## config.mk

```make
export PLATFORM = sky130hd
export DESIGN_NAME = gpio_pad_ctrl
export DESIGN_NICKNAME = d
export VERILOG_FILES = /design/src/rtl/gpio_pad_ctrl_pkg.sv /design/src/rtl/gpio_pad_ctrl_in.sv /design/src/rtl/gpio_pad_ctrl.sv
export SDC_FILE = /design/constraint.sdc
export NUM_CORES = 1
export LEC_CHECK = 0
export BUFFER_PORTS_ARGS = -buffer_cell sky130_fd_sc_hd__clkbuf_2
export CAP_MARGIN = 25
export CORE_MARGIN = 4
export CORE_UTILIZATION = 56
export CTS_BUF_LIST = sky130_fd_sc_hd__clkbuf_4
export CTS_CLUSTER_DIAMETER = 30
export DETAILED_ROUTE_END_ITERATION = 7
export GPL_TIMING_DRIVEN = 1
export PLACE_DENSITY_LB_ADDON = 0.12
export SLEW_MARGIN = 10
export SYNTH_ARGS = -nofsm -noshare
export SYNTH_HDL_FRONTEND = slang
export SYNTH_SLANG_ARGS = --single-unit
```

## constraint.sdc

```tcl
create_clock -name clk_i -period 2.5 [get_ports clk_i]
set_input_delay 0.25 -clock clk_i [delete_from_list [all_inputs] [get_ports clk_i]]
set_output_delay 0.25 -clock clk_i [all_outputs]
set_load 0.05 [all_outputs]
```

## src/rtl/gpio_pad_ctrl_pkg.sv

```systemverilog
`default_nettype none
// +----------------------------------------------------------------------+
// | gpio_pad_ctrl_pkg                                                    |
// | Shared types for the per-pad GPIO controller.                        |
// | Revision: 1.0                                                        |
// +----------------------------------------------------------------------+
package gpio_pad_ctrl_pkg;

  localparam int CNT_W = 8;

  typedef enum logic [1:0] {
    MODE_IN = 2'b00,
    MODE_PP = 2'b01,
    MODE_OD = 2'b10,
    MODE_OS = 2'b11
  } mode_e;

  typedef enum logic [1:0] {
    PULL_NONE = 2'b00,
    PULL_PD   = 2'b01,
    PULL_PU   = 2'b10,
    PULL_KEEP = 2'b11
  } pull_e;

  typedef enum logic [1:0] {
    ST_IDLE    = 2'b00,
    ST_QUIESCE = 2'b01,
    ST_APPLY   = 2'b10,
    ST_ENABLE  = 2'b11
  } state_e;

  typedef struct packed {
    logic [3:0] ds;
    logic       sr;
    logic       co;
    logic [1:0] ste;
    logic       ie;
    pull_e      pull;
    mode_e      mode;
  } pad_cfg_t;

endpackage
`default_nettype wire

```

## src/rtl/gpio_pad_ctrl_in.sv

```systemverilog
`default_nettype none
// +----------------------------------------------------------------------+
// | gpio_in_debounce                                                     |
// | Pad input synchroniser, debounce, edge detect and input-enable gate. |
// | Revision: 1.0                                                        |
// +----------------------------------------------------------------------+
module gpio_in_debounce
  import gpio_pad_ctrl_pkg::*;
#(
  parameter int SYNC_STAGES  = 2,
  parameter int DEBOUNCE_CYC = 8
) (
  input  logic clk_i,
  input  logic rst_ni,
  input  logic ie_i,
  input  logic di_i,
  output logic data_o,
  output logic rise_o,
  output logic fall_o
);

  logic [SYNC_STAGES-1:0] r_sync;
  logic                   w_syncOut;

  always_ff @(posedge clk_i) begin
    if (!rst_ni) begin
      r_sync <= '0;
    end else begin
      r_sync <= {r_sync[SYNC_STAGES-2:0], di_i};
    end
  end

  assign w_syncOut = r_sync[SYNC_STAGES-1];

  generate
    if (DEBOUNCE_CYC == 0) begin : g_bypass
      logic r_prev;

      always_ff @(posedge clk_i) begin
        if (!rst_ni) begin
          r_prev <= 1'b0;
        end else begin
          r_prev <= ie_i & w_syncOut;
        end
      end

      assign data_o = ie_i & w_syncOut;
      assign rise_o = ie_i & w_syncOut & ~r_prev;
      assign fall_o = ie_i & ~w_syncOut & r_prev;
    end else begin : g_debounce
      logic [CNT_W-1:0] r_cnt;
      logic             r_data;
      logic             r_rise;
      logic             r_fall;

      // IE low holds everything cleared so re-enabling starts from a known 0.
      always_ff @(posedge clk_i) begin
        if (!rst_ni || !ie_i) begin
          r_cnt  <= '0;
          r_data <= 1'b0;
          r_rise <= 1'b0;
          r_fall <= 1'b0;
        end else begin
          r_rise <= 1'b0;
          r_fall <= 1'b0;
          if (w_syncOut != r_data) begin
            if (r_cnt == CNT_W'(DEBOUNCE_CYC - 1)) begin
              r_cnt  <= '0;
              r_data <= w_syncOut;
              r_rise <= w_syncOut;
              r_fall <= ~w_syncOut;
            end else begin
              r_cnt <= r_cnt + CNT_W'(1);
            end
          end else begin
            r_cnt <= '0;
          end
        end
      end

      // Gate combinationally so disabling IE drops the data without a fall pulse.
      assign data_o = r_data & ie_i;
      assign rise_o = r_rise & ie_i;
      assign fall_o = r_fall & ie_i;
    end
  endgenerate

endmodule
`default_nettype wire

```

## src/rtl/gpio_pad_ctrl.sv

```systemverilog
`default_nettype none
// +----------------------------------------------------------------------+
// | gpio_pad_ctrl                                                        |
// | Per-pad controller: glitch-safe reconfiguration, output and input.   |
// | Revision: 1.0                                                        |
// +----------------------------------------------------------------------+
module gpio_pad_ctrl
  import gpio_pad_ctrl_pkg::*;
#(
  parameter int SETTLE_CYC   = 4,
  parameter int SYNC_STAGES  = 2,
  parameter int DEBOUNCE_CYC = 8,
  parameter int HAS_VBIAS    = 0
) (
  input  logic       clk_i,
  input  logic       rst_ni,
  input  logic       cfg_valid_i,
  output logic       cfg_ready_o,
  input  logic [1:0] cfg_mode_i,
  input  logic [3:0] cfg_ds_i,
  input  logic       cfg_sr_i,
  input  logic       cfg_co_i,
  input  logic [1:0] cfg_pull_i,
  input  logic [1:0] cfg_ste_i,
  input  logic       cfg_ie_i,
  input  logic       out_data_i,
  output logic       busy_o,
  output logic       in_data_o,
  output logic       in_rise_o,
  output logic       in_fall_o,
  output logic       pad_do_o,
  output logic       pad_sr_o,
  output logic       pad_co_o,
  output logic       pad_oe_o,
  output logic       pad_odp_o,
  output logic       pad_odn_o,
  output logic       pad_ie_o,
  output logic       pad_pu_o,
  output logic       pad_pd_o,
  output logic [3:0] pad_ds_o,
  output logic [1:0] pad_ste_o,
  input  logic [1:0] pad_di_i
);

  state_e           r_state;
  state_e           w_stateNext;
  logic [CNT_W-1:0] r_settleCnt;
  logic             r_cfgReady;
  pad_cfg_t         r_shadow;
  logic             w_handshake;
  logic             w_settleDone;
  logic [3:0]       w_dsApplied;
  logic             w_unusedDi;

  logic       r_padDo, r_padSr, r_padCo, r_padOe, r_padOdp, r_padOdn;
  logic       r_padIe, r_padPu, r_padPd;
  logic [3:0] r_padDs;
  logic [1:0] r_padSte;

  assign w_handshake  = cfg_valid_i & r_cfgReady;
  assign w_settleDone = (r_settleCnt == CNT_W'(SETTLE_CYC - 1));
  assign w_unusedDi   = pad_di_i[1];

  // Without VBIAS the pad ignores OE when DS[1:0] is non-zero.
  assign w_dsApplied = (HAS_VBIAS != 0) ? r_shadow.ds : {r_shadow.ds[3:2], 2'b00};

  always_comb begin
    w_stateNext = r_state;
    case (r_state)
      ST_IDLE:    if (w_handshake)  w_stateNext = ST_QUIESCE;
      ST_QUIESCE: if (w_settleDone) w_stateNext = ST_APPLY;
      ST_APPLY:   if (w_settleDone) w_stateNext = ST_ENABLE;
      ST_ENABLE:  w_stateNext = ST_IDLE;
      default:    w_stateNext = ST_IDLE;
    endcase
  end

  always_ff @(posedge clk_i) begin
    if (!rst_ni) begin
      r_state     <= ST_IDLE;
      r_settleCnt <= '0;
      r_cfgReady  <= 1'b0;
      r_shadow    <= '0;
    end else begin
      r_state    <= w_stateNext;
      r_cfgReady <= (w_stateNext == ST_IDLE);
      if ((r_state != w_stateNext) || (r_state == ST_IDLE)) begin
        r_settleCnt <= '0;
      end else begin
        r_settleCnt <= r_settleCnt + CNT_W'(1);
      end
      if (w_handshake) begin
        r_shadow <= '{ds:   cfg_ds_i,
                      sr:   cfg_sr_i,
                      co:   cfg_co_i,
                      ste:  cfg_ste_i,
                      ie:   cfg_ie_i,
                      pull: pull_e'(cfg_pull_i),
                      mode: mode_e'(cfg_mode_i)};
      end
    end
  end

  // Pad drive: OE drops on acceptance, attributes change mid-sequence, OE returns last.
  always_ff @(posedge clk_i) begin
    if (!rst_ni) begin
      r_padDo  <= 1'b0;
      r_padSr  <= 1'b0;
      r_padCo  <= 1'b0;
      r_padOe  <= 1'b0;
      r_padOdp <= 1'b0;
      r_padOdn <= 1'b0;
      r_padIe  <= 1'b0;
      r_padPu  <= 1'b0;
      r_padPd  <= 1'b0;
      r_padDs  <= '0;
      r_padSte <= '0;
    end else begin
      r_padDo <= out_data_i;
      if (w_handshake) begin
        r_padOe <= 1'b0;
      end else if ((r_state == ST_APPLY) && w_settleDone) begin
        r_padOe <= (r_shadow.mode != MODE_IN);
      end
      if ((r_state == ST_QUIESCE) && w_settleDone) begin
        r_padDs  <= w_dsApplied;
        r_padSr  <= r_shadow.sr;
        r_padCo  <= r_shadow.co;
        r_padSte <= r_shadow.ste;
        r_padIe  <= r_shadow.ie;
        r_padPu  <= (r_shadow.pull == PULL_PU) || (r_shadow.pull == PULL_KEEP);
        r_padPd  <= (r_shadow.pull == PULL_PD) || (r_shadow.pull == PULL_KEEP);
        r_padOdn <= (r_shadow.mode == MODE_OD);
        r_padOdp <= (r_shadow.mode == MODE_OS);
      end
    end
  end

  gpio_in_debounce #(
    .SYNC_STAGES (SYNC_STAGES),
    .DEBOUNCE_CYC(DEBOUNCE_CYC)
  ) u_inDebounce (
    .clk_i (clk_i),
    .rst_ni(rst_ni),
    .ie_i  (r_padIe),
    .di_i  (pad_di_i[0]),
    .data_o(in_data_o),
    .rise_o(in_rise_o),
    .fall_o(in_fall_o)
  );

  assign cfg_ready_o = r_cfgReady;
  assign busy_o      = (r_state != ST_IDLE);
  assign pad_do_o    = r_padDo;
  assign pad_sr_o    = r_padSr;
  assign pad_co_o    = r_padCo;
  assign pad_oe_o    = r_padOe;
  assign pad_odp_o   = r_padOdp;
  assign pad_odn_o   = r_padOdn;
  assign pad_ie_o    = r_padIe;
  assign pad_pu_o    = r_padPu;
  assign pad_pd_o    = r_padPd;
  assign pad_ds_o    = r_padDs;
  assign pad_ste_o   = r_padSte;

endmodule
`default_nettype wire
```

==> impl_results.md, run 1 <==
* Status: complete, no violations
* Clk pin slew, worst setup/hold paths at 0.13 ns
* Initial Utilization at 0.583
* RePlAce Congestion at 0.738
* Cell count after synthesis at 221
* Initial DRC Count at 92
* Slew HR at 0.590
* Clk root buf: clkbuf_4
* Fin nets at 275
* Routed wire per std cell at 11.5 um
* Met1 Resource Use GR at 0.206
* Fin crit share at 0.748
* Worst setup endpoint: u_inDebounce.g_debounce.r_fall
* Global routing met2 resource utilization at 0.282
* Via Count at approximately 1600
* Async S/R FF share, synth at 0
* Max Cap Violations at 0
* Flops & latches, synth at 48
* Via density per instance at 5.16
* Pwr Density at ~560 mW/mm2
* Worst setup path start: u_inDebounce.g_debounce.r_cnt[0]
* Max incr delay on CP at 0.50 ns
* Port-buffer cells at 33
* Startpoint Class: register
* R2R cell count at 4
* VDD IR max at around 0.44 mV
* Diode count at 0
* Share of the synthesized area in the top cell type at 0.494
* Syn_area_per_cell at 8.80 um2
* Dominant cell type by area after synthesis: dfxtp_1
* CTS Buffer Depth at 2
* Die width at 66.9 um
* Final Core Density at 0.658
* CP bufs+invs at 0
* Crit-path slowest cell: or4_4
* Num CTS Buffers at 5
* Crit path kind: reg -> reg
* CP Capture Type: register
* Worst Skew at 0.00409 ns
* PostCTS Resize Cnt at 0
* Endpoints failing hold at 0
* Reg2reg setup slack at roughly 0.63 ns
* Area share of and/or/nand/nor cells after synthesis at 0.271
* Total die area at around 0.0045 mm2
* Crit path arrival time at 2.15 ns
* Largest family of logic cells by synthesized area: simple AND/OR/NAND/NOR gates
* Synth top area cells: dfxtp_1 (49%), nand2_1 (9.3%), mux2i_1 (6.7%)
* Register area share after synthesis at 0.494
* Ys Warns at 0
* Fin Setup TNS at 0 ns
* Final Max Tran Viols at 0
* Share of cells above drive strength 1 at 0.188
* CP Cell Sequence: ha_1, or3b_4, or4_4, nor4b_2
* CTS tree: built
* Place WS at 0.652 ns
* Crit-path leading delay family: simple AND/OR/NAND/NOR gates
* Core Area at 0.00334 mm2
* # setup viols final at 0
* WL final at 3.47 mm
* Worst Slack Setup Final at 0.629 ns
* Mapped Area at 0.00194 mm2
* Total track usage at 0.171
* Main flop type after synthesis: dfxtp_1
* Adder and majority gate portion of the synthesized area at 0.0129
* DRT Pass-1 Iters at 4
* Post-CTS Setup Bufs at 0
* WP data required at between 2 and 3 ns
* Area fraction in compound gates after synthesis at 0.0882
* HP Class: in -> reg
* Max Clock Freq at around 530 MHz
* I/O pin count at 39
* Synthesis-to-finish area growth at 12.9%
* Reg2Reg Capture Point: u_inDebounce.g_debounce.r_fall
* Detailed Place HPWL at 2.49 mm
* Slew @ Worst Pin at ~0.61 ns
* Met3 usage at 0.0573
* Final hold slack at 0.0922 ns
* Worst-path maximum fanout at 6
* RSZ-0062 raised after global routing: no
* Period minus WS final at 1.87 ns
* H-tree depth at 2
* Global route overflow at 0
* Clk Latency, worst-skew pair at 0.35 ns
* Vias in the first global route at 1352
* Final ANT Viol Nets at 0
* Pin count of the biggest net entering global routing at 23
* Area occupied by multi-input gates at 922 um2
* Reg area at 961 um2
* First-pass GRT wire length at 5.81 mm
* Mux share of post-synthesis cell area at 0.0669
* Drt drc at 0
* Cell Rows at 21
* Worst reg2reg startpoint: u_inDebounce.g_debounce.r_cnt[0]
* Crit path depth at 4
* Hold Buf Count CTS at 0
* Die Y at 66.9 um
* Initial antenna violation count at 0
* Static leakage at 0.884 nW
* Unique masters post-synth at 37
* CTS Sinks at between 40 and 50
* Post-Synth XOR/XNOR Area at 0.0315
* # fillers at 323
* Post-synth EDFFs at 0
* Global route hottest layer: met2
kinds of logic after synthesis:
kind of cell | after synthesis
DFF | 48
adders and majority gates | 2
other | 1
and+or+nand+nor | 104
buffers and inverters | 15
muxes | 13
AOI/OAI and AO/OA | 31
xor gates and xnor gates | 7
area by class of cell:
cell class,count,share of cell area
Inverter,5,0.00855
Clock buffer,6,0.0205
Timing Repair Buffer,35,0.0821
Tap cell,46,0.0262
Sequential cell,48,0.438
Clock inverter,2,0.00513
Multi-Input combinational cell,159,0.420
flip-flops by register name, summed over array words and instances (netlist names), 2 cells and up:
signal / flops
u_inDebounce.g_debounce.r_cnt: 8
pad_ds_o: 2
r_state: 2
r_settleCnt: 8
r_shadow: 11
u_inDebounce.r_sync: 2
pad_ste_o: 2
synth_stat cells (2+ instances only):
cell type,number
mux2i_1,13
buf_4,2
nand2_1,48
or3_1,6
clkbuf_1,6
inv_1,5
ha_1,2
nor2_1,8
and2_1,7
nor2b_1,2
xnor2_1,3
xor2_1,4
o21ai_0,7
nand3_1,16
dfxtp_1,48
nor3_1,2
nor4_2,2
nor3b_1,2
a21oi_1,18
nand4_1,2
nand2b_1,2
per-stage QoR:
| stage | power [mW] | instance area (um2) | std cells |
|---|---|---|---|
| CTS | 1.24 | 2200 | 301 |
| global route | 1.29 | 2200 | 301 |
| detailed placement | 0.890 | 2140 | 293 |
| global placement | 0.888 | 2140 | 293 |
| floorplan | 0.868 | 1950 | 222 |
| finish | 1.22 | 2200 | 301 |
report_power, final:
part | internal, mW | leakage (nW) | switching, mW
clock | 0.118 | 0.0293 | 0.232
combinational | 0.0266 | 0.466 | 0.0553
sequential | 0.780 | 0.389 | 0.00985
total | 0.925 | 0.884 | 0.297
layer usage:
| layer | wire length, um | share of wire |
|---|---|---|
| met2 | 1660 | 0.48 |
| met4 | 48 | 0.014 |
| met3 | 169 | 0.049 |
| met5 | 0 | 0 |
| met1 | 1590 | 0.46 |
worst reg2reg max path, stage by stage, from the launching register on:
cell and delay (ns):
dfxtp_1 0.45, ha_1 0.23, or3b_4 0.41, or4_4 0.50
nor4b_2 0.21
cell usage in the layout (no fill, tap or decap), types with 2 or more instances in the layout:
cell type | netlist | routed
nand2_1 | 48 | 48
dfxtp_1 | 48 | 48
clkbuf_2 | 0 | 33
a21oi_1 | 18 | 18
nand3_1 | 16 | 16
mux2i_1 | 13 | 13
nor2_1 | 8 | 8
and2_1 | 7 | 7
o21ai_0 | 7 | 7
or3_1 | 6 | 6
clkbuf_4 | 0 | 6
inv_1 | 5 | 5
xor2_1 | 4 | 4
xnor2_1 | 3 | 3
nor4_2 | 2 | 2
nor3b_1 | 2 | 2
nor2b_1 | 2 | 2
nand2b_1 | 2 | 2
nor3_1 | 2 | 2
nand4_1 | 2 | 2
ha_1 | 2 | 2
conb_1 | 1 | 2
buf_4 | 2 | 2
worst min path at each step:
stage,slack (ns),start,depth (start not counted),to
after floorplan,0.38,out_data_i,1,pad_do_o
after CTS,0.08,pad_di_i[0],2,u_inDebounce.r_sync[0]
final,0.09,out_data_i,2,pad_do_o
after detailed placement,0.44,u_inDebounce.r_sync[0],1,u_inDebounce.r_sync[1]
after global placement,0.42,u_inDebounce.r_sync[0],1,u_inDebounce.r_sync[1]
after global routing,0.06,pad_di_i[0],2,u_inDebounce.r_sync[0]
Power figures use the tool's default switching activity.
==> inputs of run 2 (changes only) <==
Settings changed: CORE_UTILIZATION 56 to 51.
Clock period 2.5 ns to 1.6 ns, I/O delays scaled along.
==> impl_results.md, run 2 (synthesis gave the netlist of run 1 again) <==
* Status: complete, no violations
* Drt drc at 0 (unchanged)
* Final hold slack at 0.103 ns (+0.0104 ns)
* DRT Pass-1 Iters at 4 (unchanged)
* Initial DRC Count at 59 (-36%)
* Core Area at 0.00366 mm2 (+9.7%)
* Final Core Density at 0.671 (+0.0125)
* Synthesis-to-finish area growth at 26.3%
* Total track usage at 0.170 (-0.00153)
* Overall Power at 2.13 mW (+74%)
* RSZ-0062 raised after global routing: yes
* Endpoints failing hold at 0 (unchanged)
* VDD IR max at 0.665 mV (+51%)
* Worst-path maximum fanout at 2 (-4)
* Number of flip-flops in the largest register at 11 (unchanged)
* Crit path arrival time at 1.88 ns (-0.27 ns)
* WP data required at 1.91 ns (-0.87 ns)
* Comb pwr share at 0.074 (+0.007)
* Max Clock Freq at 636 MHz (+19%)
* Biggest register: r_shadow
* Max incr delay on CP at 0.43 ns (-0.07 ns)
* Psw at 0.499 mW (+68%)
* Commonest non-fill, non-tap cell in the layout: nand2_1
* Crit-path slowest cell: or4_4
* Vias in the first global route at 1503 (+11%)
* RePlAce Congestion at 0.760 (+3.0%)
* I/O pin count at 39 (unchanged)
* Switching power share of the total at 0.235 (-0.00853)
* Diode count at 0 (unchanged)
* Global route overflow at 0 (unchanged)
* Startpoint Class: register
* Seq pwr share at 0.580 (-0.066)
* Top Registers: r_shadow (11), r_settleCnt (8), u_inDebounce.g_debounce.r_cnt (8)
* Via Count at 1673 (+7.7%)
* Cell Rows at 22 (+4.8%)
* Initial antenna violation count at 0 (unchanged)
* Clock Power Share at 0.346 (+0.059)
* First-pass GRT wire length at 6.64 mm (+14%)
* Most frequent cells in the layout: nand2_1 (48), dfxtp_1 (46), clkbuf_2 (33)
* Clk root buf: clkbuf_4
* CTS tree: built
* DP Area at 0.00224 mm2 (+4.6%)
* WL final at 3.84 mm (+11%)
* Max Cap Violations at 0 (unchanged)
* P_int at 1.63 mW (+76%)
* Pwr Density at 866 mW/mm2 (+56%)
* CTS Buffer Depth at 2 (unchanged)
* PostCTS Resize Cnt at 0 (unchanged)
* # setup viols final at 0 (unchanged)
* Crit-path leading delay family: simple AND/OR/NAND/NOR gates
* Worst Skew at 0.0100 ns (+0.00594 ns)
* Detailed Place HPWL at 2.61 mm (+4.5%)
* CP Cell Sequence: ha_4, or3b_4, or4_4, nor4b_2
* HP Class: in -> reg
* Routed wire per std cell at 11.7 um (+1.9%)
* Die Y at 69.7 um (+4.2%)
* Die width at 69.7 um (+4.2%)
* Final ANT Viol Nets at 0 (unchanged)
* Num CTS Buffers at 5 (unchanged)
* Total die area at 0.00486 mm2 (+8.6%)
* CP bufs+invs at 0 (unchanged)
* Crit path kind: reg -> reg
* Clk Latency, worst-skew pair at 0.38 ns (+0.03 ns)
* # fillers at 316 (-2.2%)
* Share of cells above drive strength 1 at 0.229 (+0.0412)
* Cell area after layout at 0.00245 mm2 (+12%)
* Port-buffer cells at 33 (unchanged)
* Clk pin slew, worst setup/hold paths at 0.14 ns (about the same)
* Via density per instance at 5.12 (-0.90%)
* CP Capture Type: register
* H-tree depth at 2 (unchanged)
* Pin count of the biggest net entering global routing at 29 (+26%)
* CTS Sinks at 48 (unchanged)
* Period minus WS final at 1.57 ns (-0.298 ns)
* Fin nets at 299 (+8.7%)
* Fin crit share at 0.983 (+0.235)
* Placed insts at 305 (+4.1%)
* Final std cells w/o fill at 327 (+8.6%)
* Static leakage at 1.01 nW (+15%)
* Final Max Tran Viols at 0 (unchanged)
* Initial Utilization at 0.531 (-0.0516)
==> run 2: worst paths after layout <==
path / start / to / slack, ns / cells after the start
max: u_inDebounce.g_debounce.r_cnt[0] / u_inDebounce.g_debounce.r_fall / 0.03 / 4
min: rst_ni / u_inDebounce.r_sync[1] / 0.10 / 2
max reg2reg: u_inDebounce.g_debounce.r_cnt[0] / u_inDebounce.g_debounce.r_fall / 0.03 / 4
min reg2reg: u_inDebounce.r_sync[0] / u_inDebounce.r_sync[1] / 0.46 / 1
==> run 2: power groups by stage <==
stage	sequential (mW)	combinational, mW	clock (mW)
3_5_place_dp	1.26	0.133	0
4_1_cts	1.23	0.158	0.756
5_1_grt	1.24	0.174	0.800
2_1_floorplan	1.27	0.0845	0
6_report	1.23	0.158	0.735
3_3_place_gp	1.26	0.132	0
==> run 2: final cells by class <==
class	count	area [um2]	share of cell area
Timing Repair Buffer	59	393	0.160
Sequential cell	48	963	0.392
Multi-Input combinational cell	159	940	0.383
Inverter	5	18.8	0.00765
Clock inverter	2	35.0	0.0143
Tap cell	48	60.1	0.0245
Clock buffer	6	45.0	0.0183
==> run 2: metrics by stage <==
stage | setup TNS (ns) | setup slack (ns)
floorplan | -0.0400 | -0.0400
global placement | -0.00578 | -0.00578
detailed placement | -0.0252 | -0.0252
CTS | -0.0277 | -0.0277
global route | -0.0406 | -0.0275
finish | 0 | 0.0267
==> run 2: routing by layer <==
| metal | part of all wire | global-route usage | vias to the layer above | wire [um] |
|---|---|---|---|---|
| met5 | 0 | 0 | - | 0 |
| met4 | 0.031 | 0.104 | 0 | 118 |
| met3 | 0.043 | 0.0362 | 12 | 167 |
| met2 | 0.46 | 0.264 | 30 | 1760 |
| met1 | 0.47 | 0.214 | 768 | 1800 |
| li1 | - | - | 863 | - |
==> run 2: repair_timing <==
item                                    in CTS  in global routing
endpoints found under the hold margin       13                  0
endpoints found under the setup margin       3                  2
pin swaps                                    4                  1
setup buffers                                1                  0
hold buffers                                13                  0
gates cloned                                 0                  0
